## config.mk

```make
export PLATFORM = sky130hd
export DESIGN_NAME = mem_bus_arbiter
export DESIGN_NICKNAME = d
export VERILOG_FILES = /design/src/rtl/mem_bus_arbiter.sv
export SDC_FILE = /design/constraint.sdc
export NUM_CORES = 1
export LEC_CHECK = 0
export ABC_CLOCK_PERIOD_IN_PS = 2140
export CAP_MARGIN = 10
export CORE_MARGIN = 4
export CORE_UTILIZATION = 30
export DETAILED_ROUTE_END_ITERATION = 10
export PLACE_DENSITY_LB_ADDON = 0.08
export SYNTH_ARGS = -nofsm -noshare
export SYNTH_HDL_FRONTEND = slang
export SYNTH_SLANG_ARGS = --single-unit
export TNS_END_PERCENT = 20
```

## constraint.sdc

```tcl
create_clock -name clk -period 2.14 [get_ports clk]
set_clock_uncertainty 0.15 [all_clocks]
set_input_delay 0.535 -clock clk [delete_from_list [all_inputs] [get_ports clk]]
set_output_delay 0.535 -clock clk [all_outputs]
set_load 0.005 [all_outputs]
```

## src/rtl/mem_bus_arbiter.sv

```systemverilog
// Arbitrates the single Wishbone-style memory bus between instruction fetch (IF) and load/store (MEM).
// Optional cycle watchdog compiled in with `define BUS_ARB_TIMEOUT_EN.
module mem_bus_arbiter #(
  parameter int unsigned TIMEOUT_CYCLES = 255
) (
  input  logic        clk,
  input  logic        rst,
  input  logic        flush_i,

  input  logic        if_req_i,
  input  logic [31:0] if_addr_i,
  output logic [31:0] if_rdata_o,
  output logic        if_ack_o,
  output logic        if_err_o,
  output logic        stallreq_if_o,

  input  logic        mem_req_i,
  input  logic        mem_we_i,
  input  logic [3:0]  mem_sel_i,
  input  logic [31:0] mem_addr_i,
  input  logic [31:0] mem_wdata_i,
  output logic [31:0] mem_rdata_o,
  output logic        mem_ack_o,
  output logic        mem_err_o,
  output logic        stallreq_mem_o,

  output logic        bus_cyc_o,
  output logic        bus_stb_o,
  output logic        bus_we_o,
  output logic [3:0]  bus_sel_o,
  output logic [31:0] bus_addr_o,
  output logic [31:0] bus_wdata_o,
  input  logic [31:0] bus_rdata_i,
  input  logic        bus_ack_i
);

  typedef enum logic [1:0] {
    IDLE      = 2'd0,
    GRANT_IF  = 2'd1,
    GRANT_MEM = 2'd2,
    DRAIN     = 2'd3
  } state_e;

  if (TIMEOUT_CYCLES < 1 || TIMEOUT_CYCLES > 65535) begin : g_bad_timeout
    $error("mem_bus_arbiter: TIMEOUT_CYCLES must be in 1..65535");
  end

  state_e      state_q;
  logic        cyc_q;
  logic        we_q;
  logic [3:0]  sel_q;
  logic [31:0] addr_q;
  logic [31:0] wdata_q;
  logic [31:0] if_rdata_q;
  logic [31:0] mem_rdata_q;
  logic        if_ack_q;
  logic        mem_ack_q;

  // A port whose ack is pulsing this cycle is still holding req; it must not be re-granted.
  logic if_eligible;
  logic mem_eligible;
  assign if_eligible  = if_req_i  & ~if_ack_q;
  assign mem_eligible = mem_req_i & ~mem_ack_q;

`ifdef BUS_ARB_TIMEOUT_EN
  logic [15:0] wd_cnt_q;
  logic        wd_expired;
  logic        if_err_q;
  logic        mem_err_q;
  assign wd_expired = (wd_cnt_q == 16'(TIMEOUT_CYCLES - 1));
`endif

  // NOTE: every register below is written with <= so all of them sample the same pre-edge values.
  always_ff @(posedge clk) begin
    if (rst) begin
      state_q     <= IDLE;
      cyc_q       <= 1'b0;
      we_q        <= 1'b0;
      sel_q       <= 4'h0;
      addr_q      <= 32'h0;
      wdata_q     <= 32'h0;
      if_rdata_q  <= 32'h0;
      mem_rdata_q <= 32'h0;
      if_ack_q    <= 1'b0;
      mem_ack_q   <= 1'b0;
`ifdef BUS_ARB_TIMEOUT_EN
      wd_cnt_q    <= 16'h0;
      if_err_q    <= 1'b0;
      mem_err_q   <= 1'b0;
`endif
    end else begin
      // Completion flags are single-cycle pulses.
      if_ack_q  <= 1'b0;
      mem_ack_q <= 1'b0;
`ifdef BUS_ARB_TIMEOUT_EN
      if_err_q  <= 1'b0;
      mem_err_q <= 1'b0;
      wd_cnt_q  <= wd_cnt_q + 16'd1;
`endif
      unique case (state_q)
        IDLE: begin
          if (!flush_i && mem_eligible) begin
            state_q <= GRANT_MEM;
            cyc_q   <= 1'b1;
            we_q    <= mem_we_i;
            sel_q   <= mem_sel_i;
            addr_q  <= mem_addr_i;
            wdata_q <= mem_wdata_i;
`ifdef BUS_ARB_TIMEOUT_EN
            wd_cnt_q <= 16'h0;
`endif
          end else if (!flush_i && if_eligible) begin
            state_q <= GRANT_IF;
            cyc_q   <= 1'b1;
            we_q    <= 1'b0;
            sel_q   <= 4'hF;
            addr_q  <= if_addr_i;
            wdata_q <= 32'h0;
`ifdef BUS_ARB_TIMEOUT_EN
            wd_cnt_q <= 16'h0;
`endif
          end
        end

        GRANT_IF, GRANT_MEM: begin
          if (bus_ack_i) begin
            // An ack coinciding with a flush is still delivered.
            state_q <= IDLE;
            cyc_q   <= 1'b0;
            if (state_q == GRANT_IF) begin
              if_rdata_q <= bus_rdata_i;
              if_ack_q   <= 1'b1;
            end else begin
              mem_rdata_q <= bus_rdata_i;
              mem_ack_q   <= 1'b1;
            end
`ifdef BUS_ARB_TIMEOUT_EN
          end else if (wd_expired) begin
            state_q <= IDLE;
            cyc_q   <= 1'b0;
            if (state_q == GRANT_IF) begin
              if_rdata_q <= 32'h0;
              if_ack_q   <= 1'b1;
              if_err_q   <= 1'b1;
            end else begin
              mem_rdata_q <= 32'h0;
              mem_ack_q   <= 1'b1;
              mem_err_q   <= 1'b1;
            end
`endif
          end else if (flush_i) begin
            state_q <= DRAIN;
`ifdef BUS_ARB_TIMEOUT_EN
            wd_cnt_q <= 16'h0;
`endif
          end
        end

        DRAIN: begin
          // The slave must still see its cycle complete; the response is discarded.
`ifdef BUS_ARB_TIMEOUT_EN
          if (bus_ack_i || wd_expired) begin
`else
          if (bus_ack_i) begin
`endif
            state_q <= IDLE;
            cyc_q   <= 1'b0;
          end
        end
      endcase
    end
  end

  assign bus_cyc_o   = cyc_q;
  assign bus_stb_o   = cyc_q;
  assign bus_we_o    = we_q;
  assign bus_sel_o   = sel_q;
  assign bus_addr_o  = addr_q;
  assign bus_wdata_o = wdata_q;

  assign if_rdata_o  = if_rdata_q;
  assign if_ack_o    = if_ack_q;
  assign mem_rdata_o = mem_rdata_q;
  assign mem_ack_o   = mem_ack_q;

`ifdef BUS_ARB_TIMEOUT_EN
  assign if_err_o  = if_err_q;
  assign mem_err_o = mem_err_q;
`else
  assign if_err_o  = 1'b0;
  assign mem_err_o = 1'b0;
`endif

  assign stallreq_if_o  = if_req_i  & ~if_ack_q  & ~flush_i;
  assign stallreq_mem_o = mem_req_i & ~mem_ack_q & ~flush_i;

endmodule
```

==> flow_summary.ini <==
[global_route]
grt_max_degree = 78
gr-total-overflow = 0
antenna_found_initial = 0
grt_usage_pct = 17.9
grt_pass1_vias = 5336
grt_pass1_wl_microns = 28300

[drt]
wl_per_cell_microns = 16.3
drc = 0
drt_iter0_markers = 187
avgViaCountPerCell = 4.70
routed_wl_microns = 17800
drtPass1Iterations = 4
num_vias = 5139
ant_nets = 0

[synth]
syn_area_sq_um = 5170
async_flop_share_pct = 0
synth_edf_count = 0
yosysTopAreaCellShare_pct = 53.5
synthCells = 594
synthTopCellsByArea = dfxtp_1, a21oi_1, nand2_1
synth_common_cells = dfxtp_1, nand2_1, a21oi_1
synth_top_area_cell = dfxtp_1
ys_seq_area_share_pct = 53.5
yosys_most_used_dff = dfxtp_1
synth.avg_cell_area_sq_um = 8.70
ys_ff_latch = 138
ys_warn_count = 0
ys_types = 32
yosysMostFrequentCell = dfxtp_1

[clock_network]
clk_pin_slew_ns = 0.06
ctsHoldBuffers = 0
cts_buffers = 17
clock_latency_ns = 0.41
cts_tree = built
ctsHtreeMaxLevel = 4
ctsRootBufferMaster = clkbuf_16
cts.path.max_buffers = 2
clock-sinks = 138

[sta]
finalHoldViolCount = 0
tightest_slew_ns = 0.770
fin_hold_ws_ns = 0.304
drv_slew = 0
fmaxAchievable_mhz = 477
relSlewSlack_pct = 48.5
finalCritPeriodShare_pct = 98.0
rsz0062_at_grt = no
period_needed_ns = 2.10
setup_viol = 0

[power]
leakage_nw = 3.21
ir_drop_v = 0.000522
power_w = 0.00841
p_per_area_nw_per_um2 = 954

[place]
dpl_cell_area_sq_um = 8240
portBuffers = 277
gp_congestion = 0.813
dp_hpwl_microns = 12800
dp_cells = 1063

[die]
die_area_sq_um = 19400
core-area_sq_um = 16800
die_w_microns = 139
num_io_pins = 280
num_rows = 47
die_y_microns = 139
initial_core_util_pct = 30.8

[setup_path]
r2r_start = state_q[0]
arrival_ns = 1.41
crit_fanout = 2
reg2reg_depth = 6
worstSetupPathType = input port to output pin
r2r_end = state_q[1]
r2r_slack_ns = 0.19
cp-start-kind = input port
end_kind = output pin
worstPathRequired_ns = 1.45

[min_path]
hp-start = mem_rdata_o[7]
holdCritPathClass = flop to flop
hold_path_end = mem_rdata_o[7]
hold_depth = 2

[job]
max_cap_violations = 0

[finish]
drive_above_1_share_pct = 7.67
final_area_sq_um = 8820
n_antenna_cell = 0
layout.cells.non_filler = 1094
synthToLayoutAreaGrowth_pct = 70.7
final_nets = 1005

[run_status]
outcome = finished clean
report_power, final:
| part | total [W] | internal [W] | switching (W) |
|---|---|---|---|
| clock | 0.00285 | 0.00174 | 0.00111 |
| sequential | 0.00315 | 0.00295 | 0.000199 |
| combinational | 0.00242 | 0.00134 | 0.00107 |
registers in the layout, indices dropped and copies added, names as in the netlist:
signal       cells
if_rdata_o      32
bus_addr_o      32
bus_wdata_o     32
bus_we_o         1
bus_sel_o        4
bus_cyc_o        1
state_q          2
mem_ack_o        1
if_ack_o         1
mem_rdata_o     32
routing by layer:
layer / GRT usage, % / share of wire, %
met5: 0 / 0
met4: 5.82 / 1.5
met3: 7.17 / 8.4
met2: 30.7 / 49
met1: 20.4 / 41
critical path, stage by stage:
cell	delay, ns
clkdlybuf4s50_1	0.47
nand2b_1	0.08
nor2_1	0.09
clkdlybuf4s15_1	0.24
cell type report:
class                           count  area [sq um]
Sequential cell                   138          2760
Timing Repair Buffer              298          3020
Tap cell                          220           275
Multi-Input combinational cell    402          2180
Clock buffer                       20           447
Fill cell                        1553          7940
Clock inverter                     11           123
Inverter                            5          18.8
cell families after synthesis:
logic type / share of synthesized area (%)
adders and majority gates: 0.969
muxes: 6.20
DFF: 53.5
buffers and inverters: 5.11
and+or+nand+nor: 14.4
other: 0.0726
AOI/OAI and AO/OA: 19.8
cell usage in the layout (no fill, tap or decap), types with 2 or more instances in the layout:
cell type and count:
ha_1 4, clkbuf_1 2, or3_1 2, a21oi_1 100, o221a_2 4, clkbuf_16 17, dfxtp_1 137, inv_1 4
clkinv_2 3, conb_1 2, mux2i_1 32, a22oi_1 33, clkdlybuf4s50_1 272, nor2b_1 3, buf_12 7, buf_4 14
bufinv_16 2, nor2_1 36, nand2b_1 4, o21ai_0 35, nand2_1 131, clkinvlp_4 4
worst max path at each step:
stage / slack (ns) / depth (start not counted) / from / end
global placement: -0.61 / 5 / flush_i / bus_wdata_o[31]
global route: 0.02 / 4 / if_req_i / stallreq_if_o
floorplan: 0.27 / 4 / flush_i / stallreq_mem_o
detailed placement: -0.75 / 5 / flush_i / bus_wdata_o[18]
CTS: 0.02 / 4 / if_req_i / stallreq_if_o
finish: 0.04 / 4 / if_req_i / stallreq_if_o
metrics by stage:
step	TNS, ns	util [%]	worst slack [ns]
6_report	0	52.6	0.0437
5_1_grt	0	52.6	0.0204
4_1_cts	0	52.6	0.0167
3_5_place_dp	-35.91	49.2	-0.755
3_3_place_gp	-28.77	49.2	-0.607
2_1_floorplan	0	-	0.272
repair_timing:
| item | 4_1_cts | 5_1_grt |
|---|---|---|
| gates resized for setup | 9 | 2 |
| buffers inserted | 0 | 0 |
| setup endpoints to repair | 37 | 2 |
No activity file was read; power rests on OpenSTA's default activity.
